--- config.mk ---
export PLATFORM = sky130hd
export DESIGN_NAME = bandit_scheduler
export DESIGN_NICKNAME = d
export VERILOG_FILES = /design/src/rtl/bandit_scheduler.sv
export SDC_FILE = /design/constraint.sdc
export NUM_CORES = 1
export LEC_CHECK = 0
export CORE_MARGIN = 2
export CORE_UTILIZATION = 51
export DETAILED_ROUTE_END_ITERATION = 12
export PLACE_DENSITY_LB_ADDON = 0.3
export SLEW_MARGIN = 25
export SYNTH_ARGS = -nofsm -noshare
export SYNTH_HDL_FRONTEND = slang
export SYNTH_SLANG_ARGS = --single-unit
--- constraint.sdc ---
create_clock -name clock -period 6.29 [get_ports clock]
set_input_delay 1.887 -clock clock [delete_from_list [all_inputs] [get_ports clock]]
set_output_delay 1.887 -clock clock [all_outputs]
set_load 0.005 [all_outputs]
--- src/rtl/bandit_scheduler.sv ---
// Purpose: time-shares one bandit core among CLIENTS environment clients, one
//   action/reward episode at a time, granted round-robin.
// Latency: minimum 4 cycles per episode (IDLE, ACTION, REWARD, SEND); a silent
//   client is cut off after TIMEOUT REWARD cycles and TIMEOUT_REWARD is sent.
// Backpressure: valid/ready on every leg; action handshake is passed through
//   combinationally; captured reward is held stable until reward_ready.
// Ports:
//   clock, reset                 - rising-edge clock, async active-high reset
//   client_request/grant         - per-client request, registered one-hot grant
//   client_action_*              - action forwarded to the granted client
//   client_reward_*              - reward returned by the granted client
//   action_* / reward_*          - bandit core side
//   episode_count/timeout_count  - completed (wrapping) / timed-out (saturating)
module bandit_scheduler #(
  parameter int               CLIENTS        = 4,
  parameter int               TIMEOUT        = 255,
  parameter logic signed [7:0] TIMEOUT_REWARD = 8'sd0
) (
  input  logic                   clock,
  input  logic                   reset,
  input  logic [CLIENTS-1:0]     client_request,
  output logic [CLIENTS-1:0]     client_grant,
  output logic [CLIENTS-1:0]     client_action_valid,
  output logic [7:0]             client_action_data,
  input  logic [CLIENTS-1:0]     client_action_ready,
  input  logic [CLIENTS-1:0]     client_reward_valid,
  input  logic [8*CLIENTS-1:0]   client_reward_data,
  output logic [CLIENTS-1:0]     client_reward_ready,
  input  logic                   action_valid,
  input  logic [7:0]             action_data,
  output logic                   action_ready,
  output logic                   reward_valid,
  output logic [7:0]             reward_data,
  input  logic                   reward_ready,
  output logic [15:0]            episode_count,
  output logic [15:0]            timeout_count
);

  localparam int IW = (CLIENTS > 1) ? $clog2(CLIENTS) : 1;

  typedef enum logic [1:0] {
    IDLE   = 2'd0,
    ACTION = 2'd1,
    REWARD = 2'd2,
    SEND   = 2'd3
  } state_t;

  state_t          state;
  state_t          state_nxt;
  logic [IW-1:0]   ptr;
  logic [IW-1:0]   grant_idx;
  logic [IW-1:0]   pick_idx;
  logic            pick_found;
  logic [15:0]     wait_cnt;
  logic [7:0]      reward_reg;

  logic            granted_reward_valid;
  logic [7:0]      granted_reward_data;
  logic            granted_action_ready;
  logic            action_fire;
  logic            timeout_hit;
  logic [2*CLIENTS-1:0] req_twice;

  // Two copies of the request vector let the search start at ptr and walk
  // forward without an explicit wrap; the first hit is the winner.
  assign req_twice = {client_request, client_request};

  always_comb begin
    pick_found = 1'b0;
    pick_idx   = '0;
    for (int k = 0; k < CLIENTS; k++) begin
      if (!pick_found && req_twice[int'(ptr) + k]) begin
        pick_found = 1'b1;
        pick_idx   = IW'((int'(ptr) + k) % CLIENTS);
      end
    end
  end

  assign granted_reward_valid = client_reward_valid[grant_idx];
  assign granted_reward_data  = client_reward_data[8*grant_idx +: 8];
  assign granted_action_ready = client_action_ready[grant_idx];
  assign action_fire          = action_valid && granted_action_ready;
  // wait_cnt counts REWARD cycles already spent silent, so the TIMEOUT-th
  // cycle is the one where it reads TIMEOUT-1.
  assign timeout_hit          = (wait_cnt == 16'(TIMEOUT - 1));

  always_ff @(posedge clock or posedge reset) begin
    if (reset) begin
      state <= IDLE;
    end else begin
      state <= state_nxt;
    end
  end

  always_comb begin
    state_nxt           = state;
    client_action_valid = '0;
    client_action_data  = '0;
    action_ready        = 1'b0;
    client_reward_ready = '0;
    reward_valid        = 1'b0;
    reward_data         = '0;
    case (state)
      IDLE: begin
        if (pick_found) state_nxt = ACTION;
      end
      ACTION: begin
        // client_grant is one-hot, so it doubles as the valid steering mask.
        client_action_valid = action_valid ? client_grant : '0;
        client_action_data  = action_data;
        action_ready        = granted_action_ready;
        if (action_fire) state_nxt = REWARD;
      end
      REWARD: begin
        client_reward_ready = client_grant;
        if (granted_reward_valid || timeout_hit) state_nxt = SEND;
      end
      SEND: begin
        reward_valid = 1'b1;
        reward_data  = reward_reg;
        if (reward_ready) state_nxt = IDLE;
      end
      default: state_nxt = IDLE;
    endcase
  end

  always_ff @(posedge clock or posedge reset) begin
    if (reset) begin
      client_grant  <= '0;
      grant_idx     <= '0;
      ptr           <= '0;
      wait_cnt      <= '0;
      reward_reg    <= '0;
      episode_count <= '0;
      timeout_count <= '0;
    end else begin
      case (state)
        IDLE: begin
          if (pick_found) begin
            grant_idx    <= pick_idx;
            client_grant <= {{(CLIENTS-1){1'b0}}, 1'b1} << pick_idx;
          end
        end
        ACTION: begin
          if (action_fire) wait_cnt <= '0;
        end
        REWARD: begin
          // A reward arriving on the timeout cycle still wins.
          if (granted_reward_valid) begin
            reward_reg <= granted_reward_data;
          end else if (timeout_hit) begin
            reward_reg <= TIMEOUT_REWARD;
            if (timeout_count != 16'hFFFF) timeout_count <= timeout_count + 16'd1;
          end else begin
            wait_cnt <= wait_cnt + 16'd1;
          end
        end
        SEND: begin
          if (reward_ready) begin
            episode_count <= episode_count + 16'd1;
            ptr           <= (grant_idx == IW'(CLIENTS - 1)) ? '0 : grant_idx + 1'b1;
            client_grant  <= '0;
          end
        end
        default: ;
      endcase
    end
  end

endmodule

==> results of run 1 <==
layout make-up:
type                       instances  share of cell area
multi-input combinational        260               0.378
sequential                        66               0.316
timing repair buffer             120               0.228
clock buffer                      10              0.0263
tap                               99              0.0237
clock inverter                     6              0.0172
inverter                          15              0.0108
layout by cell type, fill, tap and decap left out, types with 3 or more instances in the layout:
master	instances
a2111oi_2	3
a211o_1	3
a21o_1	3
a21oi_1	10
a31oi_1	4
a32o_1	12
and2_1	25
and3_1	11
and4_1	8
buf_4	3
clkbuf_8	10
clkdlybuf4s50_1	117
dfrtp_1	66
ha_1	9
inv_1	14
mux2_2	3
mux4_2	10
nand2_1	31
nand3_1	18
nand4_1	12
nor2_1	13
nor2b_1	3
nor3_1	7
o21ai_0	4
o21ai_1	3
o22ai_1	3
xnor2_1	25
xor2_1	7
stage by stage:
stage | cells | util
6_report | 576 | 0.725
5_1_grt | 576 | 0.725
4_1_cts | 576 | 0.725
3_5_place_dp | 560 | 0.694
3_3_place_gp | 560 | 0.694
2_1_floorplan | 358 | -
logic make-up after synthesis:
family          after synthesis  share of synthesized area
compound gates               67                      0.145
fa+ha+maj                     9                     0.0299
flops                        66                      0.438
buf+inv                      32                     0.0368
simple gates                137                      0.201
xor+xnor                     32                     0.0743
mux                          15                     0.0743
path summary, 6_finish.rpt:
kind | from | endpoint | slack [ns] | cells past startpoint
max | client_action_ready[0] | action_ready | 0.96 | 4
min | reward_reg[1] | reward_reg[1] | 0.49 | 1
max reg2reg | grant_idx[0] | wait_cnt[11] | 3.18 | 5
min reg2reg | reward_reg[1] | reward_reg[1] | 0.49 | 1
max in group asynchronous | reset | wait_cnt[9] | 3.54 | 3
min in group asynchronous | reset | episode_count[9] | 1.78 | 2
where the power goes:
group	internal, mW	total (mW)	switching (mW)	leakage (nW)
Combinational	0.359	0.709	0.350	1.19
Clock	0.234	0.399	0.164	0.112
Sequential	0.510	0.627	0.117	0.884
routing by layer:
layer / wire length [microns] / share of wire
met2: 5050 / 0.52
met4: 112 / 0.011
met5: 0 / 0
met1: 4020 / 0.41
met3: 623 / 0.064
==> metrics.md, run 1 <==
| Metric | Value |
|---|---|
| Critical path data arrival time | 3.44 ns |
| Post-synth EDFFs | 0 |
| Crit share post-route | 0.847 |
| Cts bufs inserted | 9 |
| Crit path buf inv count | 2 |
| Gp weighted congestion | 0.815 |
| Wire length per cell | 17.0 microns |
| Antenna violations before repair | 0 |
| Startpoint types | input port |
| Most frequent cells after synthesis | 66 x dfrtp_1, 31 x nand2_1, 25 x and2_1, 25 x xnor2_1, 18 x nand3_1 |
| Critical Path Fanout Max | 3 |
| HP Class | reg2reg |
| Worst VDD drop | about 200 uV |
| # fillers | 524 |
| Total Wirelength | 9810 microns |
| Endpoints failing setup | 0 |
| Synthesized Nets | about 420 |
| Die Width | 90.0 microns |
| Share of cells above drive strength 1 | 0.0797 |
| Maximum number of pins on one net before global-route repair | 56 |
| Die Y | roughly 90 microns |
| WHS | 0.486 ns |
| Root Buffer | clkbuf_8 |
| Top flop regs | episode_count x16, timeout_count x16, wait_cnt x16 |
| Vias per cell | around 5.8 |
| Initial Util | 0.523 |
| Flops & latches, synth | 66 |
| Primary FF master, synth | dfrtp_1 |
| Gr ovfl total | 0 |
| Slew of the pin with the lowest slew margin | 0.750 ns |
| Worst Setup End Kind | output port |
| Syn Inst Count | 358 |
| Hold-fix buffer count after cts | 0 |
| DR iter-0 viols | 296 |
| TritonCTS clock tree | done |
| Max Clk Rate | around 0.19 GHz |
| Vias in the first global route | 3356 |
| # rows | 31 |
| First-pass GRT wire length | 16200 microns |
| M1 GR Usage | 0.309 |
| Multi-input logic area | 1980 sq um |
| I/O Pins | 118 |
| GRT met3 Usage | 0.0570 |
| RSZ-0062 raised after global routing | false |
| Setup WS pre-CTS | 0.970 ns |
| Most frequent cell after synthesis | dfrtp_1 |
| Most Crowded Layer GR | met2 |
| Synthesized area | between 3000 and 4000 sq um |
| Total number of vias | between 3000 and 4000 |
| Slew HR | 0.500 |
| CP top delay family | buffers and inverters |
| Ys async rst share | 1.00 |
| Setup TNS | 0 ns |
| Static Leak | 2.18 nW |
| Syn Area/Cell | 10.5 sq um |
| Total die area | 8100 sq um |
| Register area | 1650 sq um |
| Hpwl dp | 7150 microns |
| Clock slew at reported path FFs | 0.07 ns |
| Number of synthesis warnings | 0 |
| Area growth syn-to-layout | 38.8% |
| Critical path required time | 4.40 ns |
| Sequential element share of the synthesized area | 0.438 |
| Distinct cell type count after synthesis | 53 |
| Crit path kind | in2out |
| Post-synth top area share | 0.438 |
| Cell area after placement | 5000 sq um |
| All-Layer GR Usage | 0.248 |
| Max-Cap Viols | 0 |
| GR Util met2 | 0.437 |
| Port Buffers | 117 |
| H-Tree Depth | 3 |
| Setup Buffers After CTS | 0 |
| Critical path's most frequent cell | clkdlybuf4s50_1 |
| Inserted Diodes | 0 |
| Status | complete, no violations |
| Fin. Hold Viols | 0 |
| CTS sink cnt | 66 |
| Final instance area | 5230 sq um |
| Yosys top cell by area | dfrtp_1 |
| Post-DRT Antenna Nets | 0 |
| Worst-Skew Late Latency | 0.34 ns |
| Critical path's largest stage delay | 0.51 ns |
| Worst path cell trace | clkdlybuf4s50_1 -> mux4_2 -> and2_1 -> clkdlybuf4s50_1 |
| Top post-synthesis cells by area | dfrtp_1 44%, mux4_2 6.0%, xnor2_1 5.8%, and2_1 4.1%, a32o_1 3.2% |
| Core area | 7210 sq um |
| 1st-pass router iterations | 5 |
| Final Max Slew Viols | 0 |
| P per Cell Area | 331 nW/um^2 |
| Post-CTS Resized | 0 |
| Pwr Total | 1.73 mW |
| Worst setup margin | 0.962 ns |
| Setup Skew | around 0.0095 ns |
| DRC | 0 |
| Longest Clk Path Bufs | 2 |
| Final layout net count | ~540 |
| Final min period | 5.33 ns |
| Slowest cell on crit path | mux4_2 |
(Power assumes the default switching activity.)
==> run 2: changes to the inputs <==
CORE_UTILIZATION = 43   (was 51)
clock period = 4.9 ns   (was 6.29 ns; I/O delays follow)
==> metrics.md, run 2 (synthesis results as in run 1) <==
| Metric | Value |
|---|---|
| Crit share post-route | 0.912 |
| Endpoints failing setup | 0 |
| Final Util | 0.614 |
| Setup WS pre-CTS | 0.440 ns |
| Sw frac | 0.362 |
| Final Max Slew Viols | 0 |
| Root Buffer | clkbuf_8 |
| Total number of vias | 3335 |
| Critical path data arrival time | 3.00 ns |
| Final min period | 4.47 ns |
| Vias in the first global route | 3330 |
| Clk pwr share | 0.233 |
| CTS sink cnt | 66 |
| Reg-to-Reg End | wait_cnt[11] |
| Fin. Hold Viols | 0 |
| Most frequent cells in the layout | 117 x clkdlybuf4s50_1, 66 x dfrtp_1, 31 x nand2_1, 25 x xnor2_1, 25 x and2_1 |
| Comb power frac | 0.427 |
| R2r startpoint | grant_idx[0] |
| Vias per cell | between 5 and 6 |
| R2R setup slack | 2.07 ns |
| Maximum number of pins on one net before global-route repair | 46 |
| Commonest non-fill, non-tap cell in the layout | clkdlybuf4s50_1 |
| Antenna violations before repair | 0 |
| Pint | 1.43 mW |
| Wire length per cell | 16.7 microns |
| Die Y | slightly below 100 microns |
| # rows | 34 |
| HP Class | reg2reg |
| Total die area | roughly 9500 sq um |
| Area growth syn-to-layout | 39.9% |
| WHS | 0.482 ns |
| Gp weighted congestion | 0.882 |
| Slew of the pin with the lowest slew margin | about 0.8 ns |
| Die Width | roughly 98 microns |
| Hold Path End | episode_count[15] |
| TritonCTS clock tree | done |
| Post-DRT Antenna Nets | 0 |
| Post-CTS Resized | 0 |
| Setup TNS | 0 ns |
| Clock slew at reported path FFs | 0.07 ns |
| Hpwl dp | 7400 microns |
| DR iter-0 viols | 145 |
| 1st-pass router iterations | 4 |
| Max-Cap Viols | 0 |
| Longest Clk Path Bufs | 2 |
| Cts bufs inserted | 9 |
| P per Cell Area | 426 nW/um^2 |
| Critical path required time | between 3 and 4 ns |
| Port Buffers | 117 |
| DRC | 0 |
| Share of cells above drive strength 1 | 0.0873 |
| Final layout net count | between 500 and 600 |
| R2R depth | 6 |
| Placed insts | 573 |
| Min-delay src | episode_count[15] |
| Setup Skew | 0.0117 ns |
| Slew HR | 0.472 |
| Worst Setup End Kind | output port |
| Crit path kind | in2out |
| First-pass GRT wire length | 16400 microns |
| Hold-fix buffer count after cts | 0 |
| Switching pwr | 813 uW |
| Worst setup margin | 0.430 ns |
| Max Clk Rate | 0.224 GHz |
| Static Leak | 2.20 nW |
| Inserted Diodes | 0 |
| Total Wirelength | a little under 10000 microns |
| Sequential Power Share | 0.340 |
| Worst VDD drop | roughly 240 uV |
| Core area | 8590 sq um |
| Setup Buffers After CTS | 0 |
| Status | complete, no violations |
| Gr ovfl total | 0 |
| Hold path depth | 1 |
| I/O Pins | 118 |
| Critical Path Fanout Max | 3 |
| Worst-Skew Late Latency | 0.35 ns |
| H-Tree Depth | 3 |
| RSZ-0062 raised after global routing | false |
| Top flop regs | episode_count x16, timeout_count x16, wait_cnt x16 |
| Startpoint types | input port |
| Initial Util | 0.439 |
| Finished Layout Cells | 589 |
| All-Layer GR Usage | 0.214 |
[run 2: cell count changes in the layout (fill, tap and decap cells not counted)]
cell / before / now
buf_4: 3 / 7
clkinv_2: 1 / 2
inv_2: 1 / 0
[run 2: worst max path at each step]
stage | from | end
after global placement | client_action_ready[0] | action_ready
final | client_action_ready[0] | action_ready
after detailed placement | client_action_ready[0] | action_ready
after floorplan | client_action_ready[3] | action_ready
after global routing | client_action_ready[0] | action_ready
after CTS | client_action_ready[0] | action_ready
[run 2: stage by stage]
stage                     power, mW  area, sq um
final                          2.24         5280
after floorplan                1.35         3770
after global placement         1.71         5050
after detailed placement       1.73         5050
after CTS                      2.26         5270
after global routing           2.39         5280
[run 2: final cells by class]
class | instances | area, sq um
clock buffer | 10 | 138
inverter | 15 | 57.6
sequential | 66 | 1650
clock inverter | 6 | 90.1
multi-input combinational | 260 | 1980
timing repair buffer | 124 | 1220
tap | 108 | 135
fill | 715 | 3320
[run 2: power by group through the flow]
stage,registers (mW),clock network [mW],logic [mW]
finish,0.764,0.524,0.958
global placement,0.768,0,0.940
global route,0.785,0.556,1.05
detailed placement,0.773,0,0.956
CTS,0.763,0.532,0.964
floorplan,0.751,0,0.600
[run 2: routing by layer]
metal  GRT usage  part of all wire  vias to the layer above
met4      0.0833             0.019                        0
li1            -                 -                     1562
met3      0.0446             0.059                       15
met1       0.279              0.42                     1632
met2       0.352              0.50                      126
met5           0                 0                        -
[run 2: worst max-delay path, cell delays in order]
cell and delay, ns:
clkdlybuf4s50_1 0.41, mux4_2 0.49, and2_1 0.18, clkdlybuf4s50_1 0.45
==> run 3: changes to the inputs <==
TNS_END_PERCENT = 30   (was not set)
==> results of run 3 <==
Final layout, timing and power as in run 2 (identical DEF).
